[src/rtl/uart_fifo_port.sv]
// uart_fifo_port: UART peripheral slave on the core memory port.
//
// 8N1 serializer/deserializer with TX and RX FIFOs, a programmable baud
// divisor, sticky error flags and a registered level interrupt.
//
// Bus handshake (valid/ready): ready mirrors valid, so every request is
// accepted in the cycle it is presented. One cycle after acceptance, rvalid
// is high for exactly one cycle. rdata carries the read value in that cycle
// and is 0 for writes.
//
// Ports:
//   clk, rst_n       clock, asynchronous active-low reset
//   valid/ready      request / accept (ready = valid)
//   addr             byte address; only [3:2] select a register, all other
//                    bits must be 0 for a hit
//   write_en, wdata  1 = write, write data
//   rdata, rvalid    registered read data and completion strobe
//   uart_tx          serial out, idle high
//   uart_rx          serial in, asynchronous to clk
//   irq              registered level interrupt
//
// Register map (word offsets):
//   0x0 DATA    write: push TX byte; read: pop RX byte (0 when empty)
//   0x4 STATUS  {tx_ovf, tx_busy, frame_err, rx_overrun,
//                rx_empty, rx_full, tx_empty, tx_full}; W1C on bits 4, 5, 7
//   0x8 CTRL    {irq_txdone_en, irq_rx_en, rx_en, tx_en}
//   0xC DIV     clk cycles per bit, writes below 4 are stored as 4
module uart_fifo_port #(
  parameter int ADDR_W      = 12,
  parameter int DATA_W      = 32,
  parameter int TX_DEPTH    = 8,
  parameter int RX_DEPTH    = 8,
  parameter int DIV_W       = 16,
  parameter int DEFAULT_DIV = 868
) (
  input  logic              clk,
  input  logic              rst_n,
  input  logic              valid,
  output logic              ready,
  input  logic [ADDR_W-1:0] addr,
  input  logic              write_en,
  input  logic [DATA_W-1:0] wdata,
  output logic [DATA_W-1:0] rdata,
  output logic              rvalid,
  output logic              uart_tx,
  input  logic              uart_rx,
  output logic              irq
);

  localparam int TX_AW = $clog2(TX_DEPTH);
  localparam int RX_AW = $clog2(RX_DEPTH);

  typedef enum logic [1:0] {
    S_IDLE  = 2'd0,
    S_START = 2'd1,
    S_DATA  = 2'd2,
    S_STOP  = 2'd3
  } uart_state_t;

  // ---------------------------------------------------------------------
  // Bus decode
  // ---------------------------------------------------------------------
  logic       hit;
  logic [1:0] sel;
  logic       bus_wr;
  logic       bus_rd;
  logic       wr_data, wr_status, wr_ctrl, wr_div;
  logic       rd_data;

  assign ready  = valid;
  assign sel    = addr[3:2];
  assign hit    = (addr[ADDR_W-1:4] == '0) && (addr[1:0] == 2'b00);
  assign bus_wr = valid & write_en & hit;
  assign bus_rd = valid & ~write_en & hit;

  assign wr_data   = bus_wr & (sel == 2'd0);
  assign wr_status = bus_wr & (sel == 2'd1);
  assign wr_ctrl   = bus_wr & (sel == 2'd2);
  assign wr_div    = bus_wr & (sel == 2'd3);
  assign rd_data   = bus_rd & (sel == 2'd0);

  // Bits of wdata that no register stores; gathered so they read as used.
  logic unused_wdata;
  assign unused_wdata = ^wdata;

  // ---------------------------------------------------------------------
  // Control and divisor registers
  // ---------------------------------------------------------------------
  logic [3:0]       ctrl;
  logic [DIV_W-1:0] div_reg;
  logic [DIV_W-1:0] div_m1;
  logic [DIV_W-1:0] half_m1;

  assign div_m1  = div_reg - DIV_W'(1);
  assign half_m1 = (div_reg >> 1) - DIV_W'(1);

  always_ff @(posedge clk or negedge rst_n) begin
    if (!rst_n) begin
      ctrl    <= 4'h3;
      div_reg <= DIV_W'(DEFAULT_DIV);
    end else begin
      if (wr_ctrl) ctrl <= wdata[3:0];
      if (wr_div) begin
        if (wdata[DIV_W-1:0] < DIV_W'(4)) div_reg <= DIV_W'(4);
        else                              div_reg <= wdata[DIV_W-1:0];
      end
    end
  end

  // ---------------------------------------------------------------------
  // TX FIFO
  // ---------------------------------------------------------------------
  logic [7:0]     tx_mem [TX_DEPTH];
  logic [TX_AW-1:0] tx_wp, tx_rp;
  logic [TX_AW:0]   tx_cnt;
  logic             tx_full, tx_empty;
  logic             tx_push, tx_pop, tx_ovf_set;
  uart_state_t      tx_state;

  assign tx_full    = (tx_cnt == (TX_AW+1)'(TX_DEPTH));
  assign tx_empty   = (tx_cnt == '0);
  // The serializer pops as it leaves IDLE, which frees a slot in the same
  // cycle, so a bus push on a full FIFO still succeeds then.
  assign tx_pop     = (tx_state == S_IDLE) & ctrl[0] & ~tx_empty;
  assign tx_push    = wr_data & (~tx_full | tx_pop);
  assign tx_ovf_set = wr_data & tx_full & ~tx_pop;

  always_ff @(posedge clk) begin
    if (tx_push) tx_mem[tx_wp] <= wdata[7:0];
  end

  always_ff @(posedge clk or negedge rst_n) begin
    if (!rst_n) begin
      tx_wp  <= '0;
      tx_rp  <= '0;
      tx_cnt <= '0;
    end else begin
      if (tx_push) tx_wp <= tx_wp + TX_AW'(1);
      if (tx_pop)  tx_rp <= tx_rp + TX_AW'(1);
      case ({tx_push, tx_pop})
        2'b10:   tx_cnt <= tx_cnt + (TX_AW+1)'(1);
        2'b01:   tx_cnt <= tx_cnt - (TX_AW+1)'(1);
        default: tx_cnt <= tx_cnt;
      endcase
    end
  end

  // ---------------------------------------------------------------------
  // TX serializer. Each bit counter is reloaded from DIV at every bit
  // boundary, so a divisor change applies from the next bit onwards.
  // ---------------------------------------------------------------------
  logic [DIV_W-1:0] tx_tmr;
  logic [2:0]       tx_bit;
  logic [7:0]       tx_sh;
  logic             tx_busy;

  assign tx_busy = (tx_state != S_IDLE);

  always_ff @(posedge clk or negedge rst_n) begin
    if (!rst_n) begin
      tx_state <= S_IDLE;
      tx_tmr   <= '0;
      tx_bit   <= '0;
      tx_sh    <= '0;
      uart_tx  <= 1'b1;
    end else begin
      case (tx_state)
        S_IDLE: begin
          uart_tx <= 1'b1;
          if (tx_pop) begin
            tx_state <= S_START;
            tx_sh    <= tx_mem[tx_rp];
            tx_tmr   <= div_m1;
            uart_tx  <= 1'b0;
          end
        end
        S_START: begin
          if (tx_tmr == '0) begin
            tx_state <= S_DATA;
            tx_bit   <= '0;
            tx_tmr   <= div_m1;
            uart_tx  <= tx_sh[0];
          end else begin
            tx_tmr <= tx_tmr - DIV_W'(1);
          end
        end
        S_DATA: begin
          if (tx_tmr == '0) begin
            tx_tmr <= div_m1;
            if (tx_bit == 3'd7) begin
              tx_state <= S_STOP;
              uart_tx  <= 1'b1;
            end else begin
              tx_bit  <= tx_bit + 3'd1;
              tx_sh   <= {1'b0, tx_sh[7:1]};
              uart_tx <= tx_sh[1];
            end
          end else begin
            tx_tmr <= tx_tmr - DIV_W'(1);
          end
        end
        S_STOP: begin
          uart_tx <= 1'b1;
          if (tx_tmr == '0) tx_state <= S_IDLE;
          else              tx_tmr   <= tx_tmr - DIV_W'(1);
        end
        default: tx_state <= S_IDLE;
      endcase
    end
  end

  // ---------------------------------------------------------------------
  // RX synchronizer and falling-edge detect. The flops reset high so the
  // idle line does not look like a start bit after reset.
  // ---------------------------------------------------------------------
  logic rx_s1, rx_s2, rx_prev;
  logic rx_fall;

  always_ff @(posedge clk or negedge rst_n) begin
    if (!rst_n) begin
      rx_s1   <= 1'b1;
      rx_s2   <= 1'b1;
      rx_prev <= 1'b1;
    end else begin
      rx_s1   <= uart_rx;
      rx_s2   <= rx_s1;
      rx_prev <= rx_s2;
    end
  end

  assign rx_fall = rx_prev & ~rx_s2;

  // ---------------------------------------------------------------------
  // RX deserializer: start bit checked at DIV/2, then one sample per bit
  // period, which lands each sample near mid-bit.
  // ---------------------------------------------------------------------
  uart_state_t      rx_state;
  logic [DIV_W-1:0] rx_tmr;
  logic [2:0]       rx_bit;
  logic [7:0]       rx_sh;
  logic             rx_stop_smp;

  assign rx_stop_smp = (rx_state == S_STOP) & (rx_tmr == '0);

  always_ff @(posedge clk or negedge rst_n) begin
    if (!rst_n) begin
      rx_state <= S_IDLE;
      rx_tmr   <= '0;
      rx_bit   <= '0;
      rx_sh    <= '0;
    end else begin
      case (rx_state)
        S_IDLE: begin
          if (ctrl[1] & rx_fall) begin
            rx_state <= S_START;
            rx_tmr   <= half_m1;
          end
        end
        S_START: begin
          if (rx_tmr == '0) begin
            if (rx_s2) begin
              rx_state <= S_IDLE;   // line back high: glitch, not a start bit
            end else begin
              rx_state <= S_DATA;
              rx_bit   <= '0;
              rx_tmr   <= div_m1;
            end
          end else begin
            rx_tmr <= rx_tmr - DIV_W'(1);
          end
        end
        S_DATA: begin
          if (rx_tmr == '0) begin
            rx_sh  <= {rx_s2, rx_sh[7:1]};
            rx_tmr <= div_m1;
            if (rx_bit == 3'd7) rx_state <= S_STOP;
            else                rx_bit   <= rx_bit + 3'd1;
          end else begin
            rx_tmr <= rx_tmr - DIV_W'(1);
          end
        end
        S_STOP: begin
          if (rx_tmr == '0) rx_state <= S_IDLE;
          else              rx_tmr   <= rx_tmr - DIV_W'(1);
        end
        default: rx_state <= S_IDLE;
      endcase
    end
  end

  // ---------------------------------------------------------------------
  // RX FIFO
  // ---------------------------------------------------------------------
  logic [7:0]       rx_mem [RX_DEPTH];
  logic [RX_AW-1:0] rx_wp, rx_rp;
  logic [RX_AW:0]   rx_cnt;
  logic             rx_full, rx_empty;
  logic             rx_push_req, rx_push, rx_pop;
  logic             rx_ovr_set, frame_set;

  assign rx_full     = (rx_cnt == (RX_AW+1)'(RX_DEPTH));
  assign rx_empty    = (rx_cnt == '0);
  assign rx_pop      = rd_data & ~rx_empty;
  assign rx_push_req = rx_stop_smp & rx_s2;
  // A same-cycle bus pop makes room, so the byte is kept in that case.
  assign rx_push     = rx_push_req & (~rx_full | rx_pop);
  assign rx_ovr_set  = rx_push_req & rx_full & ~rx_pop;
  assign frame_set   = rx_stop_smp & ~rx_s2;

  always_ff @(posedge clk) begin
    if (rx_push) rx_mem[rx_wp] <= rx_sh;
  end

  always_ff @(posedge clk or negedge rst_n) begin
    if (!rst_n) begin
      rx_wp  <= '0;
      rx_rp  <= '0;
      rx_cnt <= '0;
    end else begin
      if (rx_push) rx_wp <= rx_wp + RX_AW'(1);
      if (rx_pop)  rx_rp <= rx_rp + RX_AW'(1);
      case ({rx_push, rx_pop})
        2'b10:   rx_cnt <= rx_cnt + (RX_AW+1)'(1);
        2'b01:   rx_cnt <= rx_cnt - (RX_AW+1)'(1);
        default: rx_cnt <= rx_cnt;
      endcase
    end
  end

  // ---------------------------------------------------------------------
  // Sticky flags: a set in the same cycle as a W1C clear wins.
  // ---------------------------------------------------------------------
  logic tx_ovf, rx_overrun, frame_err;

  always_ff @(posedge clk or negedge rst_n) begin
    if (!rst_n) begin
      tx_ovf     <= 1'b0;
      rx_overrun <= 1'b0;
      frame_err  <= 1'b0;
    end else begin
      tx_ovf     <= tx_ovf_set | (tx_ovf     & ~(wr_status & wdata[7]));
      rx_overrun <= rx_ovr_set | (rx_overrun & ~(wr_status & wdata[4]));
      frame_err  <= frame_set  | (frame_err  & ~(wr_status & wdata[5]));
    end
  end

  // ---------------------------------------------------------------------
  // Read mux, response and interrupt
  // ---------------------------------------------------------------------
  logic [7:0]        status;
  logic [DATA_W-1:0] rd_mux;

  assign status = {tx_ovf, tx_busy, frame_err, rx_overrun,
                   rx_empty, rx_full, tx_empty, tx_full};

  always_comb begin
    rd_mux = '0;
    case (sel)
      2'd0: rd_mux[7:0]       = rx_empty ? 8'h00 : rx_mem[rx_rp];
      2'd1: rd_mux[7:0]       = status;
      2'd2: rd_mux[3:0]       = ctrl;
      2'd3: rd_mux[DIV_W-1:0] = div_reg;
      default: rd_mux = '0;
    endcase
  end

  always_ff @(posedge clk or negedge rst_n) begin
    if (!rst_n) begin
      rvalid <= 1'b0;
      rdata  <= '0;
      irq    <= 1'b0;
    end else begin
      rvalid <= valid;
      rdata  <= bus_rd ? rd_mux : '0;
      irq    <= (ctrl[2] & ~rx_empty) | (ctrl[3] & tx_empty & ~tx_busy);
    end
  end

endmodule
[config.mk]
export PLATFORM = sky130hd
export DESIGN_NAME = uart_fifo_port
export DESIGN_NICKNAME = d
export VERILOG_FILES = /design/src/rtl/uart_fifo_port.sv
export SDC_FILE = /design/constraint.sdc
export NUM_CORES = 1
export LEC_CHECK = 0
export CAP_MARGIN = 20
export CORE_MARGIN = 5
export CORE_UTILIZATION = 50
export CTS_CLUSTER_DIAMETER = 150
export DETAILED_ROUTE_END_ITERATION = 10
export PLACE_DENSITY = 0.68
export SYNTH_ARGS = -nofsm -noshare
export SYNTH_HDL_FRONTEND = slang
export SYNTH_SLANG_ARGS = --single-unit
[constraint.sdc]
create_clock -name clk -period 3.6 [get_ports clk]
set_clock_uncertainty 0.1 [all_clocks]
set_input_delay 0.36 -clock clk [delete_from_list [all_inputs] [get_ports clk]]
set_output_delay 0.36 -clock clk [all_outputs]
set_load 0.005 [all_outputs]
==> flow_summary.yaml <==
synthesis:
  yosysUniqueCellTypes: 78
  ys.flop_type: "edfxtp_1"
  avgSynthCellArea_sq_um: 12.3
  async_flop_share_pct: 49.0
  yosys_warnings: 0
  synth-seq-cells: 251
  synth-edff-count: 128
  seq_area_frac_synth_pct: 56.7
  netlist_instances: 991
  synth_area_sq_mm: 0.0122
clock_network:
  cts-root-buf: "clkbuf_16"
  htree_levels: 1
  worst_skew_pair.late_latency_ps: 530
  cts_buffer_depth: 3
  cts_tree: "done"
  numClockSinks: 251
  numCtsBuffers: 27
  post_cts_buffers: 0
  clk_pin_slew_ps: 60
drt:
  drt_wl_total_microns: 27300
  drtAntennaViolNets: 0
  dr.pass1.iters: 5
  drc: 0
  vias: 8171
  wl_per_cell_microns: 19.5
  drt_iter0_drc: 658
  vias_per_cell: 5.83
critical_path:
  worstPathArrival_ps: 3320
  start_kind: "flip-flop"
  cp_max_fo: 8
  critPathKind: "flip-flop to flip-flop"
  required_ps: 3740
  cp-end-kind: "flip-flop"
run_status:
  status: "complete, no violations"
placed_design:
  io_buffers: 52
  placed_cells: 1350
  hpwl_microns: 19000
  gp_congestion: 0.832
  place_ws_ps: 214
sta:
  setup_tns_ps: 0
  period_minus_slack_ps: 3180
  slew_headroom_pct: 40.0
  fin_ws_ps: 423
  final_hold_viol_count: 0
  rsz0062_at_grt: "no"
  tightest_slew_ps: 878
  finalSetupViolCount: 0
  period_share_pct: 88.2
  drv_slew: 0
  fmax_mhz: 315
die:
  die_x_microns: 166
  top_level_ports: 85
  core_area_sq_mm: 0.0242
  rows: 57
  fp.dieH_microns: 166
  dieArea_sq_mm: 0.0277
  initial_core_util_pct: 50.6
worst_hold_path:
  min-delay-path-class: "input pin to flip-flop"
cells_and_area:
  fin_util_pct: 58.5
  stdcell_count: 1402
  n_antenna_cell: 0
  n_fill_cell: 1903
  drive_gt1_share_pct: 16.8
  nNetsFinal: 1134
  syn2layout_area_growth_pct: 15.7
  largestRegisters: "rx_mem x64, tx_mem x64"
global_routing:
  grt_max_degree: 86
  grt_first_pass_wirelength_microns: 43700
  grtUsageTotal_pct: 19.5
  grt-ovfl-total: 0
  first_global_vias: 8005
  antenna_found_initial: 0
pwr:
  power_mw: 8.96
  ir_drop_v: 0.000501
  powerDensity_mw_per_mm2: 633
  leakage_nw: 5.35
run:
  drv_cap: 0
==> final timing paths <==
check | start | endpoint | slack [ps] | cells past startpoint
min | uart_rx | rx_s1$_DFF_PN1_ | 130 | 1
max | rx_tmr[0]$_DFFE_PN0P_ | rx_mem[1][5]$_DFFE_PP_ | 420 | 8
max in group asynchronous | rst_n | rx_s1$_DFF_PN1_ | 2180 | 3
min in group asynchronous | rst_n | tx_sh[1]$_DFFE_PN0P_ | 350 | 2
max reg2reg | rx_tmr[0]$_DFFE_PN0P_ | rx_mem[1][5]$_DFFE_PP_ | 420 | 8
min reg2reg | rx_s1$_DFF_PN1_ | rx_s2$_DFF_PN1_ | 260 | 0
==> worst max-delay path, stage by stage (launching register included) <==
cell and delay, ps:
dfrtp_1 400, inv_1 130, ha_1 200, nor4b_1 370, nand4_1 400, a2111oi_4 650, nand2_1 210, nor3_1 200
buf_4 220
==> repair_timing <==
item                                   CTS  global route
endpoints found under the hold margin   73             0
hold buffers                             1             0
gates resized for setup                  0             0
==> cells in the final DEF (no fill, tap or decap), types with 23 or more instances in the layout <==
cell type        count
mux2_2              34
mux4_2              32
o21ai_0             53
nor2_1              68
nand2_1             74
edfxtp_1           128
xnor2_1             27
nor3_1              33
clkbuf_16           29
ha_1                27
clkdlybuf4s50_1     51
dfrtp_1            112
buf_4               40
inv_1               23
a21oi_1             39
==> area by class of cell <==
class / instances / area [sq um] / share of cell area (%)
inverters: 23 / 86.3 / 0.610
multi-input cells: 660 / 4910 / 34.7
well taps: 324 / 405 / 2.87
clock buffers: 35 / 778 / 5.50
clock inverters: 15 / 191 / 1.35
flip-flops and latches: 251 / 6940 / 49.0
repair buffers: 94 / 843 / 5.96
==> metal layers <==
metal	up-vias	wire [microns]	track usage, %
met3	40	1370	3.01
met2	230	13300	32.5
met4	0	639	4.94
met5	-	0	0
met1	4060	12000	27.0
li1	3841	-	-
==> where the power goes <==
| group | switching [mW] | internal, mW | leakage (nW) |
|---|---|---|---|
| registers | 0.232 | 3.24 | 2.72 |
| clock network | 1.15 | 1.82 | 0.483 |
| logic | 1.53 | 0.986 | 2.15 |
==> per-stage QoR <==
step | hold WS (ps) | instance area [sq um]
3_5_place_dp | 255 | 13200
6_report | 129 | 14100
3_3_place_gp | 255 | 13200
2_1_floorplan | -35.6 | 12300
4_1_cts | 110 | 14100
5_1_grt | 108 | 14100
==> synth_stat cells (4+ instances only) <==
cell	n	share of area (%)
nor3_1	33	1.4
buf_2	8	0.33
mux2i_1	19	1.6
buf_4	17	1.0
edfxtp_1	128	31
mux4_2	32	5.9
xor2_1	11	0.79
a32o_1	4	0.33
nand2_1	74	2.3
nor4b_1	4	0.29
o22ai_1	11	0.56
and2_1	13	0.66
nand3_1	18	0.74
o31ai_1	10	0.61
nand2b_1	12	0.61
or4_4	4	0.37
a21oi_1	40	1.6
nor3b_1	5	0.31
o211ai_1	5	0.31
ha_1	27	2.8
clkbuf_1	39	1.2
o21ai_0	53	2.2
a21o_1	4	0.25
nor2_1	68	2.1
buf_1	6	0.18
mux2_2	34	3.1
nand4_1	7	0.36
inv_1	23	0.71
or4_1	11	0.68
or3_1	12	0.61
a2111oi_0	4	0.29
dfrtp_1	112	23
a22o_1	19	1.4
dfstp_2	11	2.4
xnor2_1	27	1.9
nor4_1	18	0.92
o32ai_1	5	0.36
==> logic make-up (layout without fill, tap and decap cells) <==
kind of cell	count (synthesis)	count (layout)	share of synthesized area (%)
AO/OA/AOI/OAI	192	192	10.6
XOR/XNOR	38	38	2.72
adder cells (fa/ha/maj)	28	28	2.93
buffers and inverters	95	167	3.71
flip-flops	251	251	56.7
multiplexers	86	86	10.7
other	1	16	0.0307
AND/OR/NAND/NOR	300	300	12.7
Note: power is estimated with default switching activity, not from simulation.
